<file path="src/rtl/cdb_arbiter.sv">
// Completion-side CDB arbiter: one holding buffer per FU, round-robin pick,
// single-wide broadcast of tag wakeup, RS release and ROB complete.
module cdb_arbiter #(
   parameter int NUM_FU    = 5,
   parameter int PREG_W    = 6,
   parameter int RS_IDX_W  = 3,
   parameter int ROB_IDX_W = 5
) (
   input  logic                          clock,
   input  logic                          reset,
   input  logic                          squash,
   input  logic [NUM_FU-1:0]             fu_valid,
   output logic [NUM_FU-1:0]             fu_ready,
   input  logic [NUM_FU-1:0]             fu_has_dest,
   input  logic [NUM_FU*PREG_W-1:0]      fu_preg,
   input  logic [NUM_FU*RS_IDX_W-1:0]    fu_rs_idx,
   input  logic [NUM_FU*ROB_IDX_W-1:0]   fu_rob_idx,
   output logic                          cdb_en,
   output logic [PREG_W-1:0]             cdb_preg,
   output logic                          rs_remove_en,
   output logic [RS_IDX_W-1:0]           rs_remove_idx,
   output logic                          rob_complete_en,
   output logic [ROB_IDX_W-1:0]          rob_complete_idx
);

   localparam int PTR_W = (NUM_FU > 1) ? $clog2(NUM_FU) : 1;

   logic [NUM_FU-1:0]    buf_valid;
   logic                 buf_has_dest [NUM_FU];
   logic [PREG_W-1:0]    buf_preg     [NUM_FU];
   logic [RS_IDX_W-1:0]  buf_rs_idx   [NUM_FU];
   logic [ROB_IDX_W-1:0] buf_rob_idx  [NUM_FU];

   logic [PTR_W-1:0]     rr_ptr;
   logic [PTR_W-1:0]     win_idx;
   logic [PTR_W-1:0]     next_ptr;
   logic                 found;
   logic                 any_grant;
   logic [NUM_FU-1:0]    grant;
   int                   scan_idx;

   // Round-robin scan starting at rr_ptr; only registered state feeds the pick.
   always_comb begin
      found    = 1'b0;
      win_idx  = '0;
      scan_idx = 0;
      for (int k = 0; k < NUM_FU; k++) begin
         scan_idx = int'(rr_ptr) + k;
         if (scan_idx >= NUM_FU) scan_idx = scan_idx - NUM_FU;
         if (!found && buf_valid[PTR_W'(scan_idx)]) begin
            found   = 1'b1;
            win_idx = PTR_W'(scan_idx);
         end
      end
      any_grant = found && !reset && !squash;
      grant     = '0;
      if (any_grant) grant[win_idx] = 1'b1;
      next_ptr  = (win_idx == PTR_W'(NUM_FU - 1)) ? '0 : win_idx + 1'b1;
   end

   always_comb begin
      for (int i = 0; i < NUM_FU; i++) begin
         fu_ready[i] = !reset && !squash && (!buf_valid[i] || grant[i]);
      end
   end

   assign rs_remove_en     = any_grant;
   assign rob_complete_en  = any_grant;
   assign rs_remove_idx    = any_grant ? buf_rs_idx[win_idx]  : '0;
   assign rob_complete_idx = any_grant ? buf_rob_idx[win_idx] : '0;
   assign cdb_en           = any_grant && buf_has_dest[win_idx];
   assign cdb_preg         = cdb_en ? buf_preg[win_idx] : '0;

   // A granted buffer may refill on the same edge it drains.
   always_ff @(posedge clock) begin
      if (reset || squash) begin
         buf_valid <= '0;
         rr_ptr    <= '0;
      end else begin
         if (any_grant) rr_ptr <= next_ptr;
         for (int i = 0; i < NUM_FU; i++) begin
            if (fu_valid[i] && fu_ready[i]) begin
               buf_valid[i]    <= 1'b1;
               buf_has_dest[i] <= fu_has_dest[i];
               buf_preg[i]     <= fu_preg[i*PREG_W +: PREG_W];
               buf_rs_idx[i]   <= fu_rs_idx[i*RS_IDX_W +: RS_IDX_W];
               buf_rob_idx[i]  <= fu_rob_idx[i*ROB_IDX_W +: ROB_IDX_W];
            end else if (grant[i]) begin
               buf_valid[i] <= 1'b0;
            end
         end
      end
   end

endmodule
</file>
<file path="config.mk">
export PLATFORM = sky130hd
export DESIGN_NAME = cdb_arbiter
export DESIGN_NICKNAME = d
export VERILOG_FILES = /design/src/rtl/cdb_arbiter.sv
export SDC_FILE = /design/constraint.sdc
export NUM_CORES = 1
export LEC_CHECK = 0
export ABC_AREA = 0
export CORE_ASPECT_RATIO = 1.2
export CORE_MARGIN = 10
export CORE_UTILIZATION = 46
export CTS_CLUSTER_DIAMETER = 100
export DETAILED_ROUTE_END_ITERATION = 6
export GPL_ROUTABILITY_DRIVEN = 1
export PLACE_DENSITY_LB_ADDON = 0.12
export SYNTH_ARGS = -nofsm -noshare
export SYNTH_HDL_FRONTEND = slang
export SYNTH_SLANG_ARGS = --single-unit
</file>
<file path="constraint.sdc">
create_clock -name clock -period 4.1 [get_ports clock]
set_input_delay 0.615 -clock clock [delete_from_list [all_inputs] [get_ports clock]]
set_output_delay 0.615 -clock clock [all_outputs]
set_load 0.05 [all_outputs]
</file>
Yosys cells after proc, flatten, opt, wreduce, memory -nomap -nowiden

Memories as Yosys holds them, arrays and structs flattened.
Cells that the tools add are included.

Add/subtract/negate cells: 10
Order comparisons: 12
Eq/ne operators: 1
Multiplexer cells: 62
Reduce and logical (&&, ||, !) cells: 41

Operators by type and width:

| operator              | count |
|---|---|
| $mux W1               | 41 |
| $mux W3               | 12 |
| $lt A3 B5 Y1 const B  | 5 |
| $logic_and A1 B1 Y1   | 19 |
| $ge A4 B3 Y1 const B  | 4 |
| $bmux W1 S3           | 5 |
| $sub A3 B3 Y3 const B | 5 |
| $logic_not A1 Y1      | 11 |
| $mux W5               | 2 |
| $reduce_bool A2 Y1    | 5 |
| $add A3 B2 Y4 const B | 2 |
| $logic_or A1 B1 Y1    | 6 |
| $mux W6               | 1 |
| $add A3 B1 Y4 const B | 1 |
| $add A3 B3 Y4 const B | 1 |
| $lt A3 B4 Y1 const B  | 1 |
| $add A3 B1 Y3 const B | 1 |
| $demux W1 S3          | 1 |
| $eq A3 B3 Y1 const B  | 1 |
| $ge A3 B1 Y1 const B  | 1 |
| $ge A3 B3 Y1 const B  | 1 |

Register bits: 8
RAM bits: 75
Input bits: 83
Output and inout port bits: 22
Word-level logic and storage cells: 136
Memories kept: 4

Memories:

| memory       | depth | width | read ports | clocked after memory_dff | write ports | line | text |
|---|---|---|---|---|---|---|---|
| buf_preg     | 5     | 6     | 1          | 0                        | 5           | 30   | `logic [PREG_W-1:0] buf_preg [NUM_FU];` |
| buf_rob_idx  | 5     | 5     | 1          | 0                        | 5           | 32   | `logic [ROB_IDX_W-1:0] buf_rob_idx [NUM_FU];` |
| buf_rs_idx   | 5     | 3     | 1          | 0                        | 5           | 31   | `logic [RS_IDX_W-1:0] buf_rs_idx [NUM_FU];` |
| buf_has_dest | 5     | 1     | 1          | 0                        | 5           | 29   | `logic buf_has_dest [NUM_FU];` |

Longest topological paths before layout

Gate-level depths: netlist (run 1).

Depth in word-level cells: 29
Depth in mapped cells: 18
Depth with buffers taken out: 17

Least setup slack after synthesis (run 1)

OpenSTA, ideal clock, no wires.

Kind: reg2out
From: register rr_ptr[0]
To: output port cdb_preg[0]
Arrival: 4.877 ns
Data required time: 3.485 ns
Path slack: -1.392 ns
Stages on the path, launching flop included: 17
Buffers on the path: 2
Path through: dfxtp_1 -> inv_1 -> ha_1 -> inv_1 -> fa_1 -> or2_1 -> clkbuf_1 -> a211o_1 -> a311o_1 -> nor3_2 -> o32ai_2 -> nand2_2 -> buf_6 -> inv_4 -> o2111ai_2 -> o211ai_4 -> nor4_1

Longest elaborated chain between the ends: 22
Elaborated cells on any way between the ends: 58
Those cells by class: add/sub (9); order compare (5); mux (31); reduce/logical (11); memory (2)

Ends and longest elaborated chain:

| element                                                                | line | text |
|---|---|---|
| start, declared                                                        | 34   | `logic [PTR_W-1:0] rr_ptr;` |
| start signal, assigned                                                 | 80   | `if (any_grant) rr_ptr <= next_ptr;` |
| parallel branches: the longest is 21 deep, another holds $add A3 B1 Y4 | -    |  |
| $mux W6 *                                                              | 72   | `assign cdb_preg = cdb_en ? buf_preg[win_idx] : '0;` |
| end, declared                                                          | 19   | `output logic [PREG_W-1:0] cdb_preg,` |

Mark *: on every way between the ends. The select of a mux whose other input is x is not followed.

Worst setup path after layout (run 1)

From: register rr_ptr[1]
To: output port cdb_preg[3]

Same word-level chain as after synthesis.

==> results of run 1 <==
-- per-layer routing --
layer	global-route usage, %	wire (um)	vias to the layer above
li1	-	-	1876
met1	18.9	5570	1971
met2	40.9	9310	130
met3	6.98	939	32
met4	9.27	386	0
met5	0	0	-
-- cell type report --
class                   count  area [um^2]  area share, %
multi-input cells         261         2660           34.4
flip-flops and latches     83         2420           31.3
repair buffers            210         2150           27.8
clock buffers              13          240           3.11
well taps                 126          158           2.04
inverters                  13         63.8          0.825
clock inverters             3         40.0          0.518
-- final timing paths --
path | startpoint | depth (start not counted) | to
worst min register to register | buf_valid[0]$_SDFFE_PN0P_ | 2 | buf_valid[0]$_SDFFE_PN0P_
worst max register to register | rr_ptr[1]$_SDFFE_PN0P_ | 17 | buf_rob_idx[3][0]$_DFFE_PP_
worst min-delay path | buf_valid[0]$_SDFFE_PN0P_ | 2 | buf_valid[0]$_SDFFE_PN0P_
worst max-delay path | rr_ptr[1]$_SDFFE_PN0P_ | 16 | cdb_preg[3]
-- power groups by stage --
| stage | clock network (mW) | registers [mW] | logic (mW) |
|---|---|---|---|
| after floorplan | 0 | 1.02 | 2.35 |
| after global placement | 0 | 1.04 | 3.52 |
| after detailed placement | 0 | 1.04 | 3.57 |
| after CTS | 0.775 | 1.03 | 3.89 |
| after global routing | 0.823 | 1.04 | 4.55 |
| final | 0.782 | 1.04 | 4.34 |
-- placed cells by master, fill, tap and decap left out, types with 5 or more instances in the layout --
cell,synthesis,routed
nor2b_1,8,7
nor4_4,0,7
inv_1,12,9
buf_6,4,14
nor2_1,27,24
clkbuf_16,0,10
mux2i_1,20,15
dfxtp_1,8,5
o22ai_1,10,7
buf_12,0,24
clkdlybuf4s50_1,0,82
o21ai_0,7,5
edfxtp_1,75,75
mux2_2,21,19
o221ai_1,9,7
buf_4,1,89
nand2_1,16,14
and2_1,9,6
a21oi_1,16,13
-- cells by family after synthesis --
| logic type | share of synthesized area, % |
|---|---|
| AO/OA/AOI/OAI | 18.2 |
| XOR/XNOR | 1.15 |
| adder cells (fa/ha/maj) | 2.82 |
| buffers and inverters | 4.34 |
| flip-flops | 51.3 |
| multiplexers | 9.61 |
| AND/OR/NAND/NOR | 12.5 |
-- worst max-delay path: stages (launching register included) --
cell	delay [ns]
dfxtp_4	0.40
inv_4	0.05
ha_4	0.17
buf_6	0.11
and3b_1	0.19
o31ai_4	0.34
xor2_4	0.36
buf_6	0.15
mux2_4	0.29
a211oi_2	0.18
o21ai_1	0.11
a22o_2	0.27
a21bo_4	0.23
o211ai_4	0.09
buf_12	0.17
nor4_4	0.30
buf_6	0.20
-- flip-flops by register name, summed over array words and instances, names as in the netlist --
name	cells
buf_has_dest	5
buf_preg	30
buf_rob_idx	25
buf_rs_idx	15
buf_valid	5
rr_ptr	3
-- repair_timing --
| action | CTS | global route |
|---|---|---|
| pin swaps | 11 | 14 |
| endpoints found under the setup margin | 22 | 22 |
| gates cloned | 0 | 1 |
| hold buffers | 0 | 0 |
| gates resized for setup | 47 | 28 |
| buffers inserted | 9 | 10 |
==> results.json, run 1 <==
{
  "outcome": "complete, but fails checks",
  "failed_checks": "setup timing",
  "endpoint_kind": "primary output",
  "yosys_warnings": 0,
  "drcViolationCount": 0,
  "synth_top_cell_by_area": "edfxtp_1",
  "utilization_pct": 77.3,
  "seqPwrFrac_pct": 16.8,
  "port-buffer-count": 104,
  "vias_per_cell": 5.65,
  "antenna_found_initial": 0,
  "cts_tree": "yes",
  "die_w_um": 112,
  "detail-route-antenna-nets": 0,
  "n_fill_cell": 636,
  "grt_pass1_wl_um": 23600,
  "worstPathRequired_ns": 3.48,
  "netSwitchingFraction_pct": 42.1,
  "maxCapViolCount": 0,
  "grt_max_degree": 26,
  "synth.top_cell.area_share_pct": 47.9,
  "relSlewSlack_pct": 64.9,
  "ys_seq_area_share_pct": 51.3,
  "hold_ws_ns": 0.677,
  "yosys-top-cells-area": "edfxtp_1 48%, mux2_2 5.0%, mux2i_1 4.3%, dfxtp_1 3.4%, ha_1 2.4%",
  "place_ws_ns": -0.225,
  "initial_core_util_pct": 46.9,
  "clkLatencyLatePin_ns": 0.34,
  "critPathMaxFanout": 7,
  "rrSetupSlack_ns": 0.13,
  "synth.top_cells.by_count": "75 x edfxtp_1, 27 x nor2_1, 21 x mux2_2, 20 x mux2i_1",
  "post_dp_cell_area_um2": 6910,
  "rsz0062_at_grt": "true",
  "design_area_um2": 7730,
  "layout.nets": 671,
  "hpwl_um": 11600,
  "comb_power_share_pct": 70.5,
  "finalSetupTns_ns": -7.58,
  "ys_ff_latch": 83,
  "synth_top_flop_cell": "edfxtp_1",
  "syn-num-nets": 475,
  "cts_sinks": 83,
  "track_usage_pct": 20.8,
  "rows": 40,
  "fmax_mhz": 218,
  "synth-edff-count": 75,
  "fp.coreArea_um2": 10000,
  "die_area_um2": 14700,
  "dr.pass1.iters": 4,
  "syn_area_um2": 4700,
  "hp-class": "reg -> reg",
  "cts_buffer_depth": 2,
  "syn2layout_area_growth_pct": 64.6,
  "grt-ovfl-total": 0,
  "cts_buffers": 9,
  "min_period_ns": 4.58,
  "root_buffer": "clkbuf_16",
  "die_h_um": 131,
  "placedCellCount": 673,
  "path_clk_slew_ns": 0.06,
  "drt_wl_total_um": 16200,
  "synthCells": 382,
  "io_pins": 105,
  "totalPowerFinal_mw": 6.15,
  "ys_types": 83,
  "fin_worst_skew_ns": 0.00601,
  "drt-initial-drc-count": 210,
  "synth_area_per_cell_um2": 12.3,
  "finalHoldViolCount": 0,
  "htreeDepth": 3,
  "critical_path_class": "reg -> out",
  "startpoint_type": "register",
  "yosysMostFrequentCell": "edfxtp_1",
  "internal-power_mw": 3.56,
  "fin_crit_sh_pct": 112,
  "p_switching_mw": 2.59,
  "drive_gt1_share_pct": 43.9,
  "n_antenna_cell": 0,
  "setup_viol": 22,
  "async_flop_share_pct": 0,
  "drv_slew": 0,
  "powerDensity_nw_per_um2": 795,
  "setup_slack_ns": -0.479,
  "power_leakage_nw": 2.83,
  "gp_congestion": 0.940,
  "worst_pin_slew_ns": 0.526,
  "wl_per_cell_um": 22.9,
  "power_frac_clock_pct": 12.7,
  "final_cells": 709,
  "via_count": 4009,
  "grt_pass1_vias": 4447,
  "vdd_drop_max_mv": 0.538,
  "crit_arrival_ns": 3.96
}
No activity file was read; power rests on OpenSTA's default activity.
==> inputs of run 2 (changes only) <==
--- a/config.mk
+++ b/config.mk
@@ -6,6 +6,7 @@
 export NUM_CORES = 1
 export LEC_CHECK = 0
 export ABC_AREA = 0
+export CAP_MARGIN = 30
 export CORE_ASPECT_RATIO = 1.2
 export CORE_MARGIN = 10
 export CORE_UTILIZATION = 46
==> results of run 2 <==
Same layout as run 1: the final DEF is identical, and so are final timing and power.
==> inputs of run 3 (changes only) <==
--- a/config.mk
+++ b/config.mk
@@ -13,7 +13,7 @@
 export CTS_CLUSTER_DIAMETER = 100
 export DETAILED_ROUTE_END_ITERATION = 6
 export GPL_ROUTABILITY_DRIVEN = 1
-export PLACE_DENSITY_LB_ADDON = 0.12
+export PLACE_DENSITY = 0.78
 export SYNTH_ARGS = -nofsm -noshare
 export SYNTH_HDL_FRONTEND = slang
 export SYNTH_SLANG_ARGS = --single-unit
==> results.json, run 3 (synthesis results as in run 1) <==
{
  "antenna_found_initial": 0,
  "htreeDepth": 3,
  "fin_crit_sh_pct": 112,
  "drive_gt1_share_pct": 45.9,
  "largest_registers": "buf_preg (30), buf_rob_idx (25), buf_rs_idx (15)",
  "power_leakage_nw": 2.96,
  "max_stage_delay_ns": 0.37,
  "startpoint_type": "register",
  "io_pins": 105,
  "hp-class": "reg -> reg",
  "setup_slack_ns": -0.502,
  "clkLatencyLatePin_ns": 0.35,
  "track_usage_pct": 23.6,
  "failed_checks": "setup timing",
  "layout.nets": 685,
  "maxCapViolCount": 0,
  "netSwitchingFraction_pct": 43.8,
  "ff2ff_path_depth": 19,
  "drcViolationCount": 0,
  "drt_wl_total_um": 19900,
  "critPathMaxFanout": 4,
  "die_w_um": 112,
  "worstPathRequired_ns": 3.48,
  "largest_register": "buf_preg",
  "hold_end": "rr_ptr[1]$_SDFFE_PN0P_",
  "rows": 40,
  "rr_startpoint": "rr_ptr[0]$_SDFFE_PN0P_",
  "vdd_drop_max_mv": 0.656,
  "endpoint_kind": "primary output",
  "fmax_mhz": 217,
  "grt-ovfl-total": 0,
  "mostFrequentLayoutCell": "buf_4",
  "worstHoldStart": "rr_ptr[1]$_SDFFE_PN0P_",
  "cp_top_family": "compound AO/OA/AOI/OAI gates",
  "final_cells": 723,
  "cts_buffers": 9,
  "largest_register_ff_count": 30,
  "crit_arrival_ns": 3.99,
  "min_period_ns": 4.60,
  "root_buffer": "clkbuf_16",
  "setup_viol": 34,
  "drv_slew": 0,
  "via_count": 4358,
  "r2r_end": "buf_has_dest[2]$_DFFE_PP_",
  "placedCellCount": 676,
  "path_cells": "clkinv_4 -> ha_2 -> buf_4 -> and3b_1 -> o31ai_4 -> xor2_4 -> buf_6 -> mux2_2 -> a211oi_2 -> o21ai_1 -> a22o_1 -> a21bo_4 -> o211ai_4 -> buf_6 -> nor4_4 -> buf_6",
  "wl_per_cell_um": 27.5,
  "layout_common_cells": "92 x buf_4, 82 x clkdlybuf4s50_1, 75 x edfxtp_1",
  "hold_depth": 3,
  "rsz0062_at_grt": "true",
  "cts_buffer_depth": 2,
  "grt_pass1_vias": 4562,
  "syn2layout_area_growth_pct": 72.0,
  "cts_tree": "yes",
  "initial_core_util_pct": 46.9,
  "path_clk_slew_ns": 0.06,
  "cts_sinks": 83,
  "relSlewSlack_pct": 63.1,
  "fp.coreArea_um2": 10000,
  "internal-power_mw": 3.89,
  "postCtsHoldBufs": 0,
  "totalPowerFinal_mw": 6.91,
  "n_antenna_cell": 0,
  "crit_buf_inv": 5,
  "critical_path_class": "reg -> out",
  "powerDensity_nw_per_um2": 856,
  "finalHoldViolCount": 0,
  "die_h_um": 131,
  "worst_pin_slew_ns": 0.552,
  "rrSetupSlack_ns": -0.04,
  "crit_top_cell": "buf_6",
  "outcome": "complete, but fails checks",
  "crit_cells": 16,
  "vias_per_cell": 6.03,
  "seqPwrFrac_pct": 15.0,
  "gp_congestion": 0.928,
  "grt_pass1_wl_um": 26600,
  "comb_power_share_pct": 72.3,
  "hpwl_um": 12300,
  "drt-initial-drc-count": 283,
  "port-buffer-count": 104,
  "grt_max_degree": 20,
  "die_area_um2": 14700,
  "slowest_stage": "dfxtp_4",
  "dr.pass1.iters": 4,
  "detail-route-antenna-nets": 0,
  "p_switching_mw": 3.03,
  "power_frac_clock_pct": 12.8,
  "fin_worst_skew_ns": 0.0142
}
-- run 3: metal layers --
layer / GRT usage (%) / vias to the layer above / wire, um
li1: - / 1907 / -
met4: 10.7 / 0 / 949
met1: 24.4 / 2158 / 7040
met5: 0 / - / 0
met2: 43.6 / 235 / 10400
met3: 6.75 / 58 / 1500
-- run 3: layout make-up --
| type | count | area, um^2 |
|---|---|---|
| Timing Repair Buffer | 224 | 2330 |
| Inverter | 13 | 61.3 |
| Fill cell | 498 | 1930 |
| Clock buffer | 11 | 233 |
| Sequential cell | 83 | 2420 |
| Clock inverter | 5 | 77.6 |
| Tap cell | 126 | 158 |
| Multi-Input combinational cell | 261 | 2800 |
-- run 3: power by group through the flow --
stage	registers, mW	logic [mW]	clock network (mW)
after floorplan	1.02	2.35	0
after global placement	1.04	3.64	0
after detailed placement	1.04	3.71	0
after CTS	1.03	4.31	0.851
after global routing	1.04	5.19	0.913
final	1.03	5.00	0.884
-- run 3: through the flow --
step | hold slack (ns) | utilization [%] | cell area, um^2 | worst slack [ns] | TNS (ns)
floorplan | 0.553 | - | 5030 | -0.210 | -2.40
global placement | 0.615 | 69.5 | 6960 | -0.192 | -1.89
detailed placement | 0.655 | 69.5 | 6960 | -0.278 | -2.79
CTS | 0.681 | 77.3 | 7740 | -0.476 | -7.22
global route | 0.720 | 80.7 | 8080 | -0.621 | -13.43
finish | 0.702 | 80.7 | 8080 | -0.502 | -8.84
-- run 3: worst max-delay path by stage --
| stage | endpoint | slack (ns) | from |
|---|---|---|---|
| 2_1_floorplan | cdb_preg[0] | -0.21 | rr_ptr[0]$_SDFFE_PN0P_ |
| 3_3_place_gp | rob_complete_idx[2] | -0.19 | rr_ptr[1]$_SDFFE_PN0P_ |
| 3_5_place_dp | rs_remove_idx[2] | -0.28 | rr_ptr[0]$_SDFFE_PN0P_ |
| 4_1_cts | cdb_preg[3] | -0.48 | rr_ptr[0]$_SDFFE_PN0P_ |
| 5_1_grt | cdb_preg[3] | -0.62 | rr_ptr[0]$_SDFFE_PN0P_ |
| 6_report | cdb_preg[3] | -0.50 | rr_ptr[0]$_SDFFE_PN0P_ |
-- run 3: worst reg2reg max path: stages, from the launching register on --
cell and delay, ns:
dfxtp_4 0.36, clkinv_4 0.06, ha_4 0.12, inv_2 0.04, fa_2 0.41, or2_4 0.32, a211o_1 0.25, a311o_1 0.31
buf_6 0.14, nor3_4 0.21, nand3_1 0.11, a22oi_2 0.22, buf_6 0.16, nand2_1 0.13, buf_6 0.18, o21a_1 0.21
buf_4 0.16, nor3b_4 0.16, buf_6 0.15, clkbuf_16 0.16
-- run 3: repair_timing --
| item | CTS | global route |
|---|---|---|
| hold endpoints to repair | 0 | 0 |
| endpoints found under the setup margin | 37 | 52 |
| gates cloned | 0 | 2 |
| resized for setup | 67 | 33 |
| pin swaps | 29 | 24 |
| buffers inserted | 15 | 15 |
